File: src/rtl/divu_share_arb_pkg.sv
// divu_share_arb_pkg: shared types and constants for the shared-divider arbiter.
// Optional feature macro used by the importing files: DIVU_ARB_FIXED_PRIO_EN.
package divu_share_arb_pkg;

    // Default number of CE cycles allowed in WAIT before forced completion.
    localparam int unsigned DA_TIMEOUT_DEFAULT = 40;

    typedef enum logic [1:0] {
        DA_IDLE   = 2'd0,
        DA_LAUNCH = 2'd1,
        DA_WAIT   = 2'd2,
        DA_RESP   = 2'd3
    } da_state_e;

    typedef struct packed {
        logic        mode64;
        logic [31:0] dvsr;
        logic [31:0] dvdnth;
        logic [31:0] dvdntl;
    } da_operand_t;

    // High dividend word seen by the engine; a 32/32 divide sign-extends the low word.
    function automatic logic [31:0] da_high_word(input logic        mode64,
                                                 input logic [31:0] hi,
                                                 input logic [31:0] lo);
        return mode64 ? hi : {32{lo[31]}};
    endfunction

endpackage

File: src/rtl/divu_share_rr.sv
// divu_share_rr: 2-way grant selection for the shared divider.
// With DIVU_ARB_FIXED_PRIO_EN defined port 0 always wins a tie and 'last' is absent;
// otherwise a tie goes to the port that was not served last.
module divu_share_rr (
    input  logic [1:0] req,
`ifndef DIVU_ARB_FIXED_PRIO_EN
    input  logic       last,
`endif
    output logic       gnt_valid,
    output logic       gnt
);

    // Choose the winning port index among the active requests.
    always_comb begin
        gnt_valid = |req;
        gnt       = 1'b0;
        if (req == 2'b10) begin
            gnt = 1'b1;
        end
`ifndef DIVU_ARB_FIXED_PRIO_EN
        else if (req == 2'b11) begin
            gnt = ~last;
        end
`endif
    end

endmodule

File: src/rtl/divu_share_arb.sv
// divu_share_arb: arbitrates two requesters onto one external divide engine.
// Optional feature: DIVU_ARB_FIXED_PRIO_EN selects fixed priority (port 0) instead of
// round-robin tie-breaking.
module divu_share_arb
    import divu_share_arb_pkg::*;
#(
    parameter int unsigned TIMEOUT = DA_TIMEOUT_DEFAULT,
    parameter int unsigned NREQ    = 2
) (
    input  logic            CLK,
    input  logic            RST,
    input  logic            CE,
    input  logic [NREQ-1:0] REQ,
    input  logic [NREQ-1:0] MODE64,
    input  logic [31:0]     DVSR_P0,
    input  logic [31:0]     DVSR_P1,
    input  logic [31:0]     DVDNTH_P0,
    input  logic [31:0]     DVDNTH_P1,
    input  logic [31:0]     DVDNTL_P0,
    input  logic [31:0]     DVDNTL_P1,
    output logic [NREQ-1:0] ACK,
    output logic [31:0]     Q,
    output logic [31:0]     R,
    output logic            OVF,
    output logic [NREQ-1:0] BUSY,
    output logic            DIV_START,
    output logic            DIV_64,
    output logic [31:0]     DIV_DVSR,
    output logic [31:0]     DIV_DVDNTH,
    output logic [31:0]     DIV_DVDNTL,
    input  logic            DIV_DONE,
    input  logic [31:0]     DIV_Q,
    input  logic [31:0]     DIV_R,
    input  logic            DIV_OVF
);

    // Counter holds 0..TIMEOUT-1; reaching TIMEOUT-1 in WAIT ends the 40th cycle.
    localparam int unsigned CW = (TIMEOUT > 1) ? $clog2(TIMEOUT) : 1;

    da_state_e   state;
    logic        owner;
    logic [CW-1:0] cnt;
    logic [31:0] q_r;
    logic [31:0] r_r;
    logic        ovf_r;
    da_operand_t op_q;
    da_operand_t op_sel;
    logic        gnt_valid;
    logic        gnt;

`ifndef DIVU_ARB_FIXED_PRIO_EN
    logic        last;

    // Remember the most recently served port for the next tie-break.
    always_ff @(posedge CLK or posedge RST) begin
        if (RST) begin
            last <= 1'b1;
        end else if (CE && state == DA_RESP) begin
            last <= owner;
        end
    end
`endif

    divu_share_rr u_rr (
        .req       (REQ[1:0]),
`ifndef DIVU_ARB_FIXED_PRIO_EN
        .last      (last),
`endif
        .gnt_valid (gnt_valid),
        .gnt       (gnt)
    );

    // Operands of the port that would be granted this cycle.
    always_comb begin
        op_sel.mode64 = MODE64[gnt];
        op_sel.dvsr   = gnt ? DVSR_P1 : DVSR_P0;
        op_sel.dvdntl = gnt ? DVDNTL_P1 : DVDNTL_P0;
        op_sel.dvdnth = da_high_word(MODE64[gnt], gnt ? DVDNTH_P1 : DVDNTH_P0,
                                     gnt ? DVDNTL_P1 : DVDNTL_P0);
    end

    // Control FSM plus operand and result registers; everything waits on CE.
    always_ff @(posedge CLK or posedge RST) begin
        if (RST) begin
            state <= DA_IDLE;
            owner <= 1'b0;
            cnt   <= '0;
            q_r   <= '0;
            r_r   <= '0;
            ovf_r <= 1'b0;
            op_q  <= '0;
        end else if (CE) begin
            unique case (state)
                DA_IDLE: begin
                    if (gnt_valid) begin
                        owner <= gnt;
                        op_q  <= op_sel;
                        state <= DA_LAUNCH;
                    end
                end
                DA_LAUNCH: begin
                    cnt   <= '0;
                    state <= DA_WAIT;
                end
                DA_WAIT: begin
                    if (DIV_DONE) begin
                        q_r   <= DIV_Q;
                        r_r   <= DIV_R;
                        ovf_r <= DIV_OVF;
                        state <= DA_RESP;
                    end else if (cnt == CW'(TIMEOUT - 1)) begin
                        q_r   <= '0;
                        r_r   <= '0;
                        ovf_r <= 1'b1;
                        state <= DA_RESP;
                    end else begin
                        cnt <= cnt + CW'(1);
                    end
                end
                DA_RESP: begin
                    state <= DA_IDLE;
                end
                default: begin
                    state <= DA_IDLE;
                end
            endcase
        end
    end

    // Start and ACK are qualified by CE so each lasts exactly one enabled cycle.
    always_comb begin
        ACK = '0;
        if (state == DA_RESP && CE) begin
            ACK[owner] = 1'b1;
        end
        DIV_START = (state == DA_LAUNCH) && CE;
        BUSY      = REQ & ~ACK;
    end

    assign Q          = q_r;
    assign R          = r_r;
    assign OVF        = ovf_r;
    assign DIV_64     = op_q.mode64;
    assign DIV_DVSR   = op_q.dvsr;
    assign DIV_DVDNTH = op_q.dvdnth;
    assign DIV_DVDNTL = op_q.dvdntl;

endmodule

File: config.mk
export PLATFORM = sky130hd
export DESIGN_NAME = divu_share_arb
export DESIGN_NICKNAME = d
export VERILOG_FILES = /design/src/rtl/divu_share_arb_pkg.sv /design/src/rtl/divu_share_rr.sv /design/src/rtl/divu_share_arb.sv
export SDC_FILE = /design/constraint.sdc
export NUM_CORES = 1
export LEC_CHECK = 0
export CAP_MARGIN = 10
export CORE_AREA = 2 2 169 171
export CTS_CLUSTER_DIAMETER = 40
export DETAILED_ROUTE_END_ITERATION = 10
export DIE_AREA = 0 0 171 173
export GPL_TIMING_DRIVEN = 0
export PLACE_DENSITY = 0.77
export SLEW_MARGIN = 5
export SYNTH_ARGS = -nofsm -noshare
export SYNTH_HDL_FRONTEND = slang
export SYNTH_SLANG_ARGS = --single-unit
File: constraint.sdc
create_clock -name CLK -period 5.7 [get_ports CLK]
set_input_delay 1.14 -clock CLK [delete_from_list [all_inputs] [get_ports CLK]]
set_output_delay 1.14 -clock CLK [all_outputs]
set_load 0.03 [all_outputs]
* Word-level counts from Yosys, hierarchy flattened
Cells that the tools add are included.
Word-level totals: register bits 172, output and inout bits 167, word-level logic and storage cells 62
Operators by class: add/subtract/negate cells 1, bitwise operators 3, equal/unequal tests 10, reductions and logical operators 11, mux-type cells 23, $lt $le $gt $ge 3
Operator list (count):
- 32-bit two-way mux | 7
- 6-bit two-way mux | 2
- 6-bit one-hot mux with 2 select lines | 1
- 3-bit AND reduction | 3
- 2-bit equality test (second input constant) | 4
- 2-bit two-way mux | 4
- 2-bit one-hot mux with 4 select lines | 1
- 1-bit two-way mux | 7
- 6-bit by 1-bit adder with 6-bit output (second input constant) | 1
- 6-bit equality test (second input constant) | 1
- 2-bit inequality test (second input constant) | 3
- 1-bit by 2-bit less-than comparator with 1-bit output (second input constant) | 2
- 4-bit AND reduction | 1
- 2-bit nonzero test | 2
- 1-bit logical AND | 3
- 3-bit inequality test (second input constant) | 1
- 2-bit AND | 1
- 2-bit by 1-bit equality test with 1-bit output (second input constant) | 1
- 2-bit zero test | 1
- 2-bit inverter | 1
- 2-bit OR reduction | 1
- 1-bit demux with 1-bit select | 1
- 1-bit greater-or-equal comparator (second input constant) | 1
- 1-bit inverter | 1

* Logic depth before layout (Yosys ltp)
Gate-level depths: netlist (run 1).
depth after elaboration 7, mapped depth 7, depth with buffers taken out 6

* By module
Synthesis (run 1) repeated with hierarchy kept, for this count alone.
Unflattened totals: cell total of the unflattened synthesis 833, area, all modules 8151.6 um^2
Modules (own cells, without submodules):
- divu_share_arb | area each 8137.8 um^2, cells an instance 831, times used 1, sequential area each 4305.4 um^2
- divu_share_rr | area each 13.8 um^2, cells an instance 2, times used 1, sequential area each 0.0 um^2

* Least setup slack after synthesis (run 1)
Ideal clock, no wire load.
path type input to output, from input CE, to output BUSY[0], required time 4560 ps, data arrival time 2083 ps, stages on the path 4, setup slack 2477 ps, path through buf_2 -> nand2_1 -> nor2_1 -> nor2b_1
On the way: cells in the longest elaborated chain, start to end 4
Ends and longest elaborated chain:
- start, declared | RTL line divu_share_arb.sv:12 | input logic CE,
- 1-bit logical AND | RTL line divu_share_arb.sv:133 | if (state == DA_RESP && CE) begin
- 2-bit two-way mux | RTL line divu_share_arb.sv:133
- net ACK[0] | RTL line divu_share_arb.sv:21 | output logic [NREQ-1:0] ACK,
- 2-bit inverter | RTL line divu_share_arb.sv:137 | BUSY = REQ & ~ACK;
- 2-bit AND | RTL line divu_share_arb.sv:137
- end, declared | RTL line divu_share_arb.sv:25 | output logic [NREQ-1:0] BUSY,
The timed path passes the listed nets, and every way through them passes these cells.

* Final worst setup path (run 1)
from input CE, to output DIV_START
On the way: cells in the longest elaborated chain, start to end 1
Ends and longest elaborated chain:
- 1-bit logical AND | RTL line divu_share_arb.sv:136 | DIV_START = (state == DA_LAUNCH) && CE;
- end, declared | RTL line divu_share_arb.sv:26 | output logic DIV_START,
Every way passes these cells.

==> key figures, run 1 <==
Timing
  • Min Tclk post-route: 4.76 ns
  • Final setup viols: 0
  • Worst Skew: 0.0159 ns
  • Max-slew headroom: 51.4%
  • Slew Viols, Final: 0
  • Post-Route Setup TNS: 0 ns
  • Fmax: 210 MHz
  • Worst slew pin tran: 0.727 ns
  • Fin. Hold Viols: 0
  • RSZ-0062 raised after global routing: false
  • Tcrit/Tclk final: 83.6%

Clocking
  • Clock transition at path regs: 0.07 ns
  • H-tree levels: 4
  • Number of post-CTS setup repair buffers: 0
  • CTS Buf Count: 17
  • Resize count post-CTS: 0
  • Post-CTS Hold Fix Bufs: 0
  • Max Root-Sink Buffers: 2
  • Clock Sinks: 172
  • Clk root buf: clkbuf_16
  • Worst skew pair latency: 0.43 ns
  • CTS tree: yes

Logic synthesis
  • Post-synth EDFFs: 0
  • Post-synthesis mux area share: 11.9%
  • Post-synth top area share: 52.0%
  • Ys async rst share: 100%
  • Simple-Gate Fraction of Synth Area: 14.8%
  • Main combinational cell family by area after synthesis: compound AO/OA/AOI/OAI gates
  • Synth unique cells: 44
  • Yosys warning count: 0
  • Compound-Gate Fraction of Synth Area: 15.0%
  • Post-synthesis sequential area ratio: 52.3%
  • Synth area leaders: dfrtp_1 52%, mux2i_1 12%, nand2_1 8.1%
  • Xor and xnor area share after synthesis: 0%
  • Avg Cell Area, Syn: 10.3 sq um
  • Adder-cell share of the synthesized area: 0.913%
  • Yosys top cell by area: dfrtp_1
  • Syn Nets: 1,068
  • Cell area after synthesis: 8230 sq um
  • Synth Flop Type: dfrtp_1
  • Yosys reg bits: 172
  • Post-Synthesis Cells: 797

Floorplan
  • Num ports: 432
  • Die width: 171 um
  • Row cnt: 61
  • Die Span Y: 173 um
  • Area of the die: 29,600 sq um
  • Initial core utilization: 29.8%
  • Area of the core: 27,600 sq um

Worst setup path
  • CP max stage cell: clkdlybuf4s50_1
  • Crit-path max FO: 10
  • Startpoint types: input port
  • Critical path origin: CE
  • Setup CP Type: in -> out
  • Reg2reg start: last
  • Worst EP required: 4.56 ns
  • Max stage delay on crit path: 0.71 ns
  • Worst path cell trace: clkdlybuf4s50_1 -> buf_2 -> buf_2 -> buf_2 -> and2_1 -> clkdlybuf4s50_1
  • CP Data Arrival Time: 3.62 ns
  • CP endpoint kind: output pin
  • Most frequent CP cell: buf_2

Drt
  • DRC: 0
  • 1st-pass router iterations: 7
  • Via density: 4.80
  • Final WL: 30,900 um
  • Iteration-0 DRC Markers: 418
  • ANT nets after route: 0
  • Via count: 7,890
  • WL/cell: 18.8 um

Finish
  • Commonest non-fill, non-tap cell in the layout: clkdlybuf4s50_1
  • Most frequent cells in the layout: 430 x clkdlybuf4s50_1, 177 x nand2_1, 171 x dfrtp_1, 96 x mux2i_1, 91 x o21ai_0
  • Design area: 13,700 sq um
  • Nets@finish: 1,522
  • Cell Count, Final, Fillers Out: 1,643
  • Share of post-route cells with drive strength above 1: 8.71%
  • Area Growth Syn to Fin: 66.3%

Placement
  • Placed Area: 13,100 sq um
  • Placed Cells: 1,610
  • Gp weighted congestion: 0.864
  • IO Port Bufs: 430
  • Hpwl dp: 24,800 um

Hold path
  • HP Class: reg -> reg
  • Min-delay src: last

Pwr
  • Peak VDD IR: 0.268 mV
  • Leakage power: 0.00613 uW
  • Overall power: 6810 uW
  • Power per cell area: 498 nW/um^2

Global route
  • Vias in the first global route: 8,171
  • Total track usage: 20.4%
  • Largest net degree at the start of global routing: 35
  • Total gr overflow: 0
  • Initial antenna violation count: 3
  • First-pass GRT wire length: 46,400 um

Job
  • Max-Cap Viols: 0

Status
  • Status: finished, final reports clean
==> layout make-up <==
cell class / count / area (sq um)
Fill cell: 2582 / 13900
Timing Repair Buffer: 435 / 4410
Sequential cell: 172 / 4310
Multi-Input combinational cell: 547 / 3500
Tap cell: 378 / 473
Clock buffer: 18 / 429
Buffer: 73 / 402
Clock inverter: 13 / 133
Inverter: 5 / 22.5
Antenna cell: 2 / 5.00
==> power by group <==
part | switching (uW) | internal, uW | leakage [uW]
Clock | 527 | 612 | 0.000268
Combinational | 2120 | 1470 | 0.00370
Sequential | 310 | 1770 | 0.00216
==> cell families (layout without fill, tap and decap cells) <==
| group | Yosys count | in the layout |
|---|---|---|
| adders and majority gates | 6 | 6 |
| DFF | 172 | 172 |
| muxes | 97 | 97 |
| AOI/OAI and AO/OA | 182 | 182 |
| other | 0 | 2 |
| and+or+nand+nor | 262 | 262 |
| buffers and inverters | 78 | 544 |
==> registers in the layout, summed over array words and instances (netlist names) <==
register	count
DIV_DVSR	32
state	2
cnt	6
DIV_64	1
DIV_DVDNTH	32
OVF	1
last	1
R	32
DIV_DVDNTL	32
owner	1
Q	32
==> routing by layer <==
metal | GRT usage, % | vias up | wire length (um) | share of wire, %
li1 | - | 3751 | - | -
met1 | 21.5 | 3818 | 11400 | 37
met2 | 38.0 | 285 | 16400 | 53
met3 | 6.73 | 34 | 2640 | 8.5
met4 | 6.14 | 2 | 524 | 1.7
met5 | 0 | - | 12 | 0.039
==> synthesized netlist by cell type, types with 2 or more instances <==
cell type,count
nand2_1,177
dfrtp_1,171
mux2i_1,96
o21ai_0,91
nand4_1,66
o21ai_1,40
clkbuf_1,38
o211ai_2,32
buf_2,16
buf_6,12
ha_1,6
inv_1,5
a22o_1,4
buf_4,4
nand3_1,4
nor2_1,4
a21oi_1,2
and2_1,2
clkbuf_2,2
==> per-stage QoR <==
step	setup slack [ns]	util [%]	hold WS, ns
global placement	0.871	47.1	0.457
global route	0.778	49.5	0.501
detailed placement	0.837	47.5	0.470
finish	0.937	49.5	0.480
floorplan	2.36	-	0.447
CTS	0.828	49.5	0.483
==> final timing paths <==
path,endpoint,slack (ns),depth (start not counted)
setup / recovery,DIV_START,0.94,6
hold / removal,last,0.48,2
setup reg to reg,DIV_DVSR[19],3.58,6
hold reg to reg,last,0.48,2
max in group asynchronous,Q[15],3.77,4
min in group asynchronous,DIV_DVSR[31],1.11,2
==> worst max-delay path, delay by kind of cell <==
family / cells / cell delay, ns
buf+inv: 5 / 2.23
simple gates: 1 / 0.24
Power figures use the tool's default switching activity.
==> inputs of run 2 (changes only) <==
- clock period: 5.7 -> 4.1 ns (I/O delays scaled with it)
==> run 2 against run 1 <==
Against the previous run:
- core utilization hardly changed
- critical endpoint unchanged
- setup slack worse by 0.68 ns
- critical path depth stayed put
- combinational power is 39% higher
- critical path type unchanged
- largest power group unchanged
==> key figures, run 2 (synthesis results as in run 1) <==
Timing
  • Worst slew pin tran: 0.727 ns
  • Worst Skew: 0.0159 ns
  • Fin. Hold Viols: 0
  • Final setup viols: 0
  • Hold WS: 0.480 ns
  • Min Tclk post-route: 3.84 ns
  • Tcrit/Tclk final: 93.8%
  • Fmax: 260 MHz
  • RSZ-0062 raised after global routing: false
  • Max-slew headroom: 51.4%
  • Post-Route Setup TNS: 0 ns
  • Slew Viols, Final: 0

Clocking
  • Clock transition at path regs: 0.07 ns
  • Max Root-Sink Buffers: 2
  • Clk root buf: clkbuf_16
  • H-tree levels: 4
  • Worst skew pair latency: 0.43 ns
  • Number of post-CTS setup repair buffers: 0
  • CTS Buf Count: 17
  • CTS tree: yes
  • Clock Sinks: 172

Drt
  • WL/cell: 18.8 um
  • 1st-pass router iterations: 7
  • Via density: 4.80
  • DRC: 0
  • Via count: 7,890
  • Iteration-0 DRC Markers: 418
  • ANT nets after route: 0
  • Final WL: 30,900 um

Worst setup path
  • Worst Setup EP: DIV_START
  • Buf+Inv Stages, Crit Path: 5
  • CP endpoint kind: output pin
  • CP max stage cell: clkdlybuf4s50_1
  • Critical path origin: CE
  • CP Data Arrival Time: 3.02 ns
  • Worst R2R End: DIV_DVSR[19]
  • Crit-path max FO: 10
  • Worst EP required: 3.28 ns
  • Cell count of the worst reg-to-reg path: 6
  • Cell depth of the worst setup path: 6
  • R2R Setup Slk: 1.98 ns
  • Reg2reg start: last
  • Most frequent CP cell: buf_2
  • CP delay by family, top: buffers and inverters
  • Max stage delay on crit path: 0.58 ns
  • Setup CP Type: in -> out
  • Worst path cell trace: clkdlybuf4s50_1 -> buf_2 -> buf_2 -> buf_2 -> and2_1 -> dlygate4sd2_1
  • Startpoint types: input port

Floorplan
  • Die width: 171 um
  • Area of the die: 29,600 sq um
  • Die Span Y: 173 um
  • Area of the core: 27,600 sq um
  • Num ports: 432
  • Row cnt: 61
  • Initial core utilization: 29.8%

Global route
  • Total gr overflow: 0
  • Vias in the first global route: 8,171
  • Largest net degree at the start of global routing: 35
  • Total track usage: 20.4%
  • First-pass GRT wire length: 46,400 um
  • Initial antenna violation count: 3

Finish
  • Fillcell total: 2,583
  • Commonest non-fill, non-tap cell in the layout: clkdlybuf4s50_1
  • Area Growth Syn to Fin: 66.3%
  • Utilization after layout: 49.5%
  • Share of post-route cells with drive strength above 1: 8.71%
  • Nets@finish: 1,522
  • Most frequent cells in the layout: 429 x clkdlybuf4s50_1, 177 x nand2_1, 171 x dfrtp_1, 96 x mux2i_1, 91 x o21ai_0

Job
  • Max-Cap Viols: 0

Placement
  • Hpwl dp: 24,800 um
  • IO Port Bufs: 430
  • Gp weighted congestion: 0.864

Pwr
  • Peak VDD IR: 0.372 mV
  • Power per cell area: 692 nW/um^2
  • Leakage power: 0.00613 uW

Status
  • Status: finished, final reports clean

Hold path
  • HP Class: reg -> reg
run 2: cell count changes in the layout (fill, tap and decap cells not counted), sizes merged:
| cell | before | now |
|---|---|---|
| clkdlybuf4s50 | 430 | 429 |
| dlygate4sd2 | 0 | 1 |
run 2: power breakdown:
part,internal (uW),total [uW],switching [uW],leakage (uW)
clock network,851,1580,733,0.000268
registers,2460,2890,431,0.00216
logic,2050,5000,2950,0.00371
total,5350,9470,4120,0.00613
run 2: repair_timing:
item	in CTS	in global routing
endpoints found under the setup margin	1	0
resized for setup	1	0
hold buffers	0	0
endpoints found under the hold margin	0	0
run 2: per-stage QoR:
step                std cells  total power [uW]  instance area (sq um)  setup WS (ns)
floorplan                 797              5610                   8230           1.08
global placement         1605              7810                  13000         -0.394
detailed placement       1610              7930                  13100         -0.123
CTS                      1641              9550                  13700          0.153
global route             1642              9980                  13700          0.100
finish                   1643              9470                  13700          0.256
run 2: metal layers:
layer,global-route usage [%],part of all wire (%),up-vias
met2,38.0,53,285
met1,21.5,37,3818
met4,6.14,1.7,2
met5,0,0.039,-
met3,6.73,8.5,34
li1,-,-,3751
run 2: worst min-delay path by stage:
stage	startpoint	endpoint	cells after the start	slack, ns
global route	DIV_DVSR[4]	DIV_DVSR[4]	2	0.50
detailed placement	DIV_DVSR[31]	DIV_DVSR[31]	2	0.47
floorplan	last	last	2	0.45
global placement	last	last	2	0.46
CTS	last	last	2	0.48
finish	last	last	2	0.48
run 2: worst reg2reg max path, delay by kind of cell, from the launching register on:
kind,cells,cell delay [ns]
flip-flops,1,0.55
multiplexers,1,0.58
AO/OA/AOI/OAI,2,0.22
buffers and inverters,3,0.64
run 2: cell type report:
type / instances / area (sq um) / share of cell area, %
Tap cell: 378 / 473 / 3.46
Sequential cell: 172 / 4310 / 31.5
Buffer: 73 / 402 / 2.94
Antenna cell: 2 / 5.00 / 0.0366
Timing Repair Buffer: 435 / 4410 / 32.2
Clock buffer: 18 / 429 / 3.14
Clock inverter: 13 / 133 / 0.970
Multi-Input combinational cell: 547 / 3500 / 25.6
Inverter: 5 / 22.5 / 0.165
